==> config.mk <==
export PLATFORM = sky130hd
export DESIGN_NAME = instr_fetch
export DESIGN_NICKNAME = d
export VERILOG_FILES = /design/src/rtl/instr_fetch.sv
export SDC_FILE = /design/constraint.sdc
export NUM_CORES = 1
export LEC_CHECK = 0
export CORE_ASPECT_RATIO = 1.4
export CORE_MARGIN = 2
export CORE_UTILIZATION = 45
export DETAILED_ROUTE_END_ITERATION = 10
export PLACE_DENSITY = 0.86
export SLEW_MARGIN = 10
export SYNTH_ARGS = -nofsm -noshare
export SYNTH_HDL_FRONTEND = slang
export SYNTH_SLANG_ARGS = --single-unit
export TNS_END_PERCENT = 1
==> constraint.sdc <==
create_clock -name clk -period 5 [get_ports clk]
set_input_delay 1 -clock clk [delete_from_list [all_inputs] [get_ports clk]]
set_output_delay 1 -clock clk [all_outputs]
set_load 0.01 [all_outputs]
==> src/rtl/instr_fetch.sv <==
// Instruction fetch front end: drives instr_mem, buffers words in a prefetch FIFO, handles redirect/halt.
// Optional fetched-word counter enabled by defining FETCH_PERF_EN.
module instr_fetch #(
    parameter int                    ADDR_WIDTH  = 16,
    parameter int                    DATA_WIDTH  = 16,
    parameter int                    DEPTH       = 2,
    parameter logic [ADDR_WIDTH-1:0] RESET_PC    = '0,
    parameter logic [DATA_WIDTH-1:0] HALT_OPCODE = 16'hFFFF
) (
    input  logic                  clk,
    input  logic                  rst,
    input  logic                  fetch_en,
    output logic [ADDR_WIDTH-1:0] imem_pc,
    input  logic [DATA_WIDTH-1:0] imem_instr,
    input  logic                  redirect_valid,
    input  logic [ADDR_WIDTH-1:0] redirect_pc,
    output logic                  out_valid,
    input  logic                  out_ready,
    output logic [DATA_WIDTH-1:0] out_instr,
    output logic [ADDR_WIDTH-1:0] out_pc,
    output logic                  halted,
    output logic [31:0]           fetch_count
);

    localparam int PTR_W = (DEPTH > 1) ? $clog2(DEPTH) : 1;
    localparam logic [PTR_W:0] FULL_COUNT = (PTR_W + 1)'(DEPTH);

    typedef enum logic {
        FETCH = 1'b0,
        HALT  = 1'b1
    } state_t;

    state_t                state;
    logic [ADDR_WIDTH-1:0] fetch_pc;
    logic [DATA_WIDTH-1:0] buf_instr [DEPTH];
    logic [ADDR_WIDTH-1:0] buf_pc    [DEPTH];
    logic [PTR_W-1:0]      rd_ptr;
    logic [PTR_W-1:0]      wr_ptr;
    logic [PTR_W:0]        count;
    logic                  push;
    logic                  pop;

    // Handshake: a word transfers on any edge where out_valid and out_ready are both high;
    // out_* stay stable while out_valid is high and out_ready is low.
    assign out_valid = (count != '0);
    assign pop       = out_valid & out_ready;
    assign push      = (state == FETCH) & fetch_en & ~redirect_valid
                     & ((count < FULL_COUNT) | pop);

    assign imem_pc   = fetch_pc;
    assign out_instr = out_valid ? buf_instr[rd_ptr] : '0;
    assign out_pc    = out_valid ? buf_pc[rd_ptr]    : '0;
    assign halted    = (state == HALT) & (count == '0);

    always_ff @(posedge clk or posedge rst) begin
        if (rst) begin
            state    <= FETCH;
            fetch_pc <= RESET_PC;
            rd_ptr   <= '0;
            wr_ptr   <= '0;
            count    <= '0;
        end else if (redirect_valid) begin
            // Redirect flushes everything, ignores any pop and leaves HALT.
            state    <= FETCH;
            fetch_pc <= redirect_pc;
            rd_ptr   <= '0;
            wr_ptr   <= '0;
            count    <= '0;
        end else begin
            if (push) begin
                wr_ptr   <= wr_ptr + 1'b1;
                fetch_pc <= fetch_pc + 1'b1;
                if (imem_instr == HALT_OPCODE) begin
                    state <= HALT;
                end
            end
            if (pop) begin
                rd_ptr <= rd_ptr + 1'b1;
            end
            if (push && !pop) begin
                count <= count + 1'b1;
            end else if (pop && !push) begin
                count <= count - 1'b1;
            end
        end
    end

    // Storage needs no reset: contents are only visible through a non-zero count.
    always_ff @(posedge clk) begin
        if (push) begin
            buf_instr[wr_ptr] <= imem_instr;
            buf_pc[wr_ptr]    <= fetch_pc;
        end
    end

`ifdef FETCH_PERF_EN
    always_ff @(posedge clk or posedge rst) begin
        if (rst) begin
            fetch_count <= '0;
        end else if (push && (fetch_count != 32'hFFFF_FFFF)) begin
            fetch_count <= fetch_count + 32'd1;
        end
    end
`else
    assign fetch_count = '0;
`endif

endmodule
==> results.md <==
- Die ar.: slightly above 9000 um^2
- Final net count: 437
- Num CTS Buffers: 9
- Worst setup SP type: register
- Fin. max-slew vios: 0
- Area growth syn-to-layout: 30.22%
- First-pass GRT wire length: 12.85 mm
- Max Used Layer: met4
- Clock Tree Root: clkbuf_16
- Metal-1 WL: 3.108 mm
- Total chip power: ~1.8 mW
- Worst-path clk slew: ~0.06 ns
- Worst-case vdd ir drop: between 150 and 200 uV
- Ys Warns: 0
- Largest net degree at the start of global routing: 35
- Hold_ws: ~0.6 ns
- H-tree depth: 3
- Sequential Area: ~2400 um^2
- Max-cap violations: 0
- DR WL met3: between 500 and 600 um
- Yosys reg bits: 85
- CP endpoint kind: output port
- WS Path Type: reg2out
- Arrival @ worst endpoint: approximately 2.3 ns
- Cell Area, Synth: approximately 3900 um^2
- RSZ-0062 raised after global routing: no
- Setup WS post-layout: 1.746 ns
- Period utilization: 65.09%
- Filler cell count: approximately 680
- Placed cells: 490
- Slew HR: approximately 37%
- CTS resizes: 0
- Initial core utilization: 46.75%
- Die height: 113.5 um
- WL met2: between 4 and 5 mm
- Postcts setup bufs: 0
- Via count: around 2700
- Hold Fails Final Rpt: 0
- Worst path required time: roughly 4 ns
- All-layer global routing usage: approximately 19%
- # IOs: 119
- Measured slew at the worst slew-check pin: 0.9392 ns
- Gpl congestion: between 0.8 and 0.9
- Horiz. Die Dim: approximately 80 um
- Vias in the first global route: ~2600
- Synth cell types: 33
- Most frequent cells in the layout: 86 x clkdlybuf4s50_1, 64 x edfxtp_1, 45 x nor2_1
- CP max-delay cell: dfrtp_2
- GR Overflow Total: 0
- Hold Path Class: reg2reg
- Via density: about 5.2
- Max incr delay on CP: 0.98 ns
- FP Rows: 39
- Sequential area share after synthesis: between 60% and 70%
- Fin cells: a little over 500
- Commonest non-fill, non-tap cell in the layout: clkdlybuf4s50_1
- TritonCTS clock tree: yes
- Clk buf depth: 2
- Initial DRC Count: around 200
- PortBufs: 86
- Hold buffers post-CTS: 0
- Footprint of the multi-input gates: 1230 um^2
- Worst-path maximum fanout: 33
- Syn_area_per_cell: between 10 and 15 um^2
- Maximum clock rate: just over 300 MHz
- Share of cells above drive strength 1: under 10%
- Setup violators final: 0
- Drt total wl: just over 8 mm
- Drt wl/cell: about 16 um
- Final Skew: roughly 0.0054 ns
- Cell Pwr Density: 355.5 nW/um^2
- Crit path time final: between 3 and 4 ns
- Number of iterations in the first detailed-routing pass: 4
- Antenna fix cells: 0
- Placement Setup Slack: 1.884 ns
- DR DRC count: 0
- Routed Antenna Nets: 0
- HPWL after DPL: roughly 5.7 mm
- Worst skew pair latency: 0.33 ns
- CP Buf/Inv Count: 1
- Top delay family on crit path: flip-flops
- Worst-path cell chain: mux2i_1 > nor2_1 > clkdlybuf4s50_1
- Leak: between 1.5 and 2 nW
- Outcome: complete, no violations
- Final TNS setup: 0 ns
- Initial antenna violation count: 0
- Core ar.: 8247 um^2
- CTS Sinks: 85
- Post-synthesis cell count: around 310
cell families (layout without fill, tap and decap cells):
family	after synthesis	in the layout	synth area share [%]
other	1	32	0.09728
buffers and inverters	48	109	7.855
adders and majority gates	1	1	0.3245
xor gates and xnor gates	9	9	2.045
muxes	33	33	8.569
AOI/OAI and AO/OA	26	26	4.187
and+or+nand+nor	109	109	13.44
DFF	85	85	63.49
per-layer routing:
layer | global-route usage (%) | vias up
met5 | 0 | -
met4 | 7.444 | 0
met3 | 4.114 | 18
met2 | 30.97 | 125
met1 | 23.07 | 1272
li1 | - | 1238
registers in the layout, indices dropped and copies added (netlist names):
signal	flops
buf_instr	32
buf_pc	32
imem_pc	16
count	2
rd_ptr	1
state	1
wr_ptr	1
through the flow:
stage | utilization, % | area, um^2
4_1_cts | 60.87 | 5020
3_5_place_dp | 57.09 | 4708
5_1_grt | 60.87 | 5020
6_report | 60.87 | 5020
2_1_floorplan | - | 3971
3_3_place_gp | 57.09 | 4708
final timing paths:
check	start	end	slack [ns]	depth (start not counted)
setup reg to reg	state	imem_pc[13]	2.88	4
hold / removal	state	state	0.59	2
min in group asynchronous	rst	count[1]	1.13	2
setup / recovery	rd_ptr	out_pc[6]	1.75	3
hold reg to reg	state	state	0.59	2
max in group asynchronous	rst	rd_ptr	3.32	2
power by group:
part,total [mW],internal (mW),switching [mW]
Combinational,0.253,0.134,0.119
Sequential,0.857,0.807,0.0496
Clock,0.675,0.427,0.248
Total,1.78,1.37,0.416
area by class of cell:
type,count,area share [%]
Sequential cell,85,48.78
Multi-Input combinational cell,210,24.50
Timing Repair Buffer,90,17.75
Clock buffer,13,5.384
Tap cell,102,2.542
Clock inverter,3,0.8225
Inverter,3,0.2243
Yosys cell counts:
cell | instances | area (um^2)
edfxtp_1 | 64 | 1922
and4_1 | 1 | 8.760
o311ai_1 | 1 | 8.760
nand2b_1 | 3 | 18.77
or3_1 | 3 | 18.77
and3_1 | 3 | 18.77
a31oi_1 | 6 | 37.54
dfrtp_1 | 21 | 525.5
o31ai_1 | 3 | 22.52
conb_1 | 1 | 3.750
clkbuf_1 | 11 | 41.29
o211ai_1 | 2 | 15.01
or4_1 | 5 | 37.54
nand3_1 | 10 | 50.05
nand3b_1 | 1 | 7.510
xnor2_1 | 4 | 35.03
nor2_1 | 46 | 172.7
a221oi_1 | 1 | 8.760
xor2_1 | 5 | 43.79
o41ai_1 | 1 | 8.760
mux2i_1 | 33 | 330.3
buf_2 | 2 | 10.01
a21oi_1 | 1 | 5.000
and2b_4 | 1 | 10.01
nand2_1 | 20 | 75.07
nor4_1 | 3 | 18.77
nor2b_1 | 3 | 18.77
and2_1 | 2 | 12.51
buf_4 | 32 | 240.2
ha_1 | 1 | 12.51
o21ai_0 | 11 | 55.05
inv_1 | 3 | 11.26
nand4_1 | 8 | 50.05
worst min-delay path: stages, from the launching register on:
cell     delay, ns
dfrtp_1       0.41
a31oi_1       0.06
nor2_1        0.08
No activity file was read; power rests on OpenSTA's default activity.
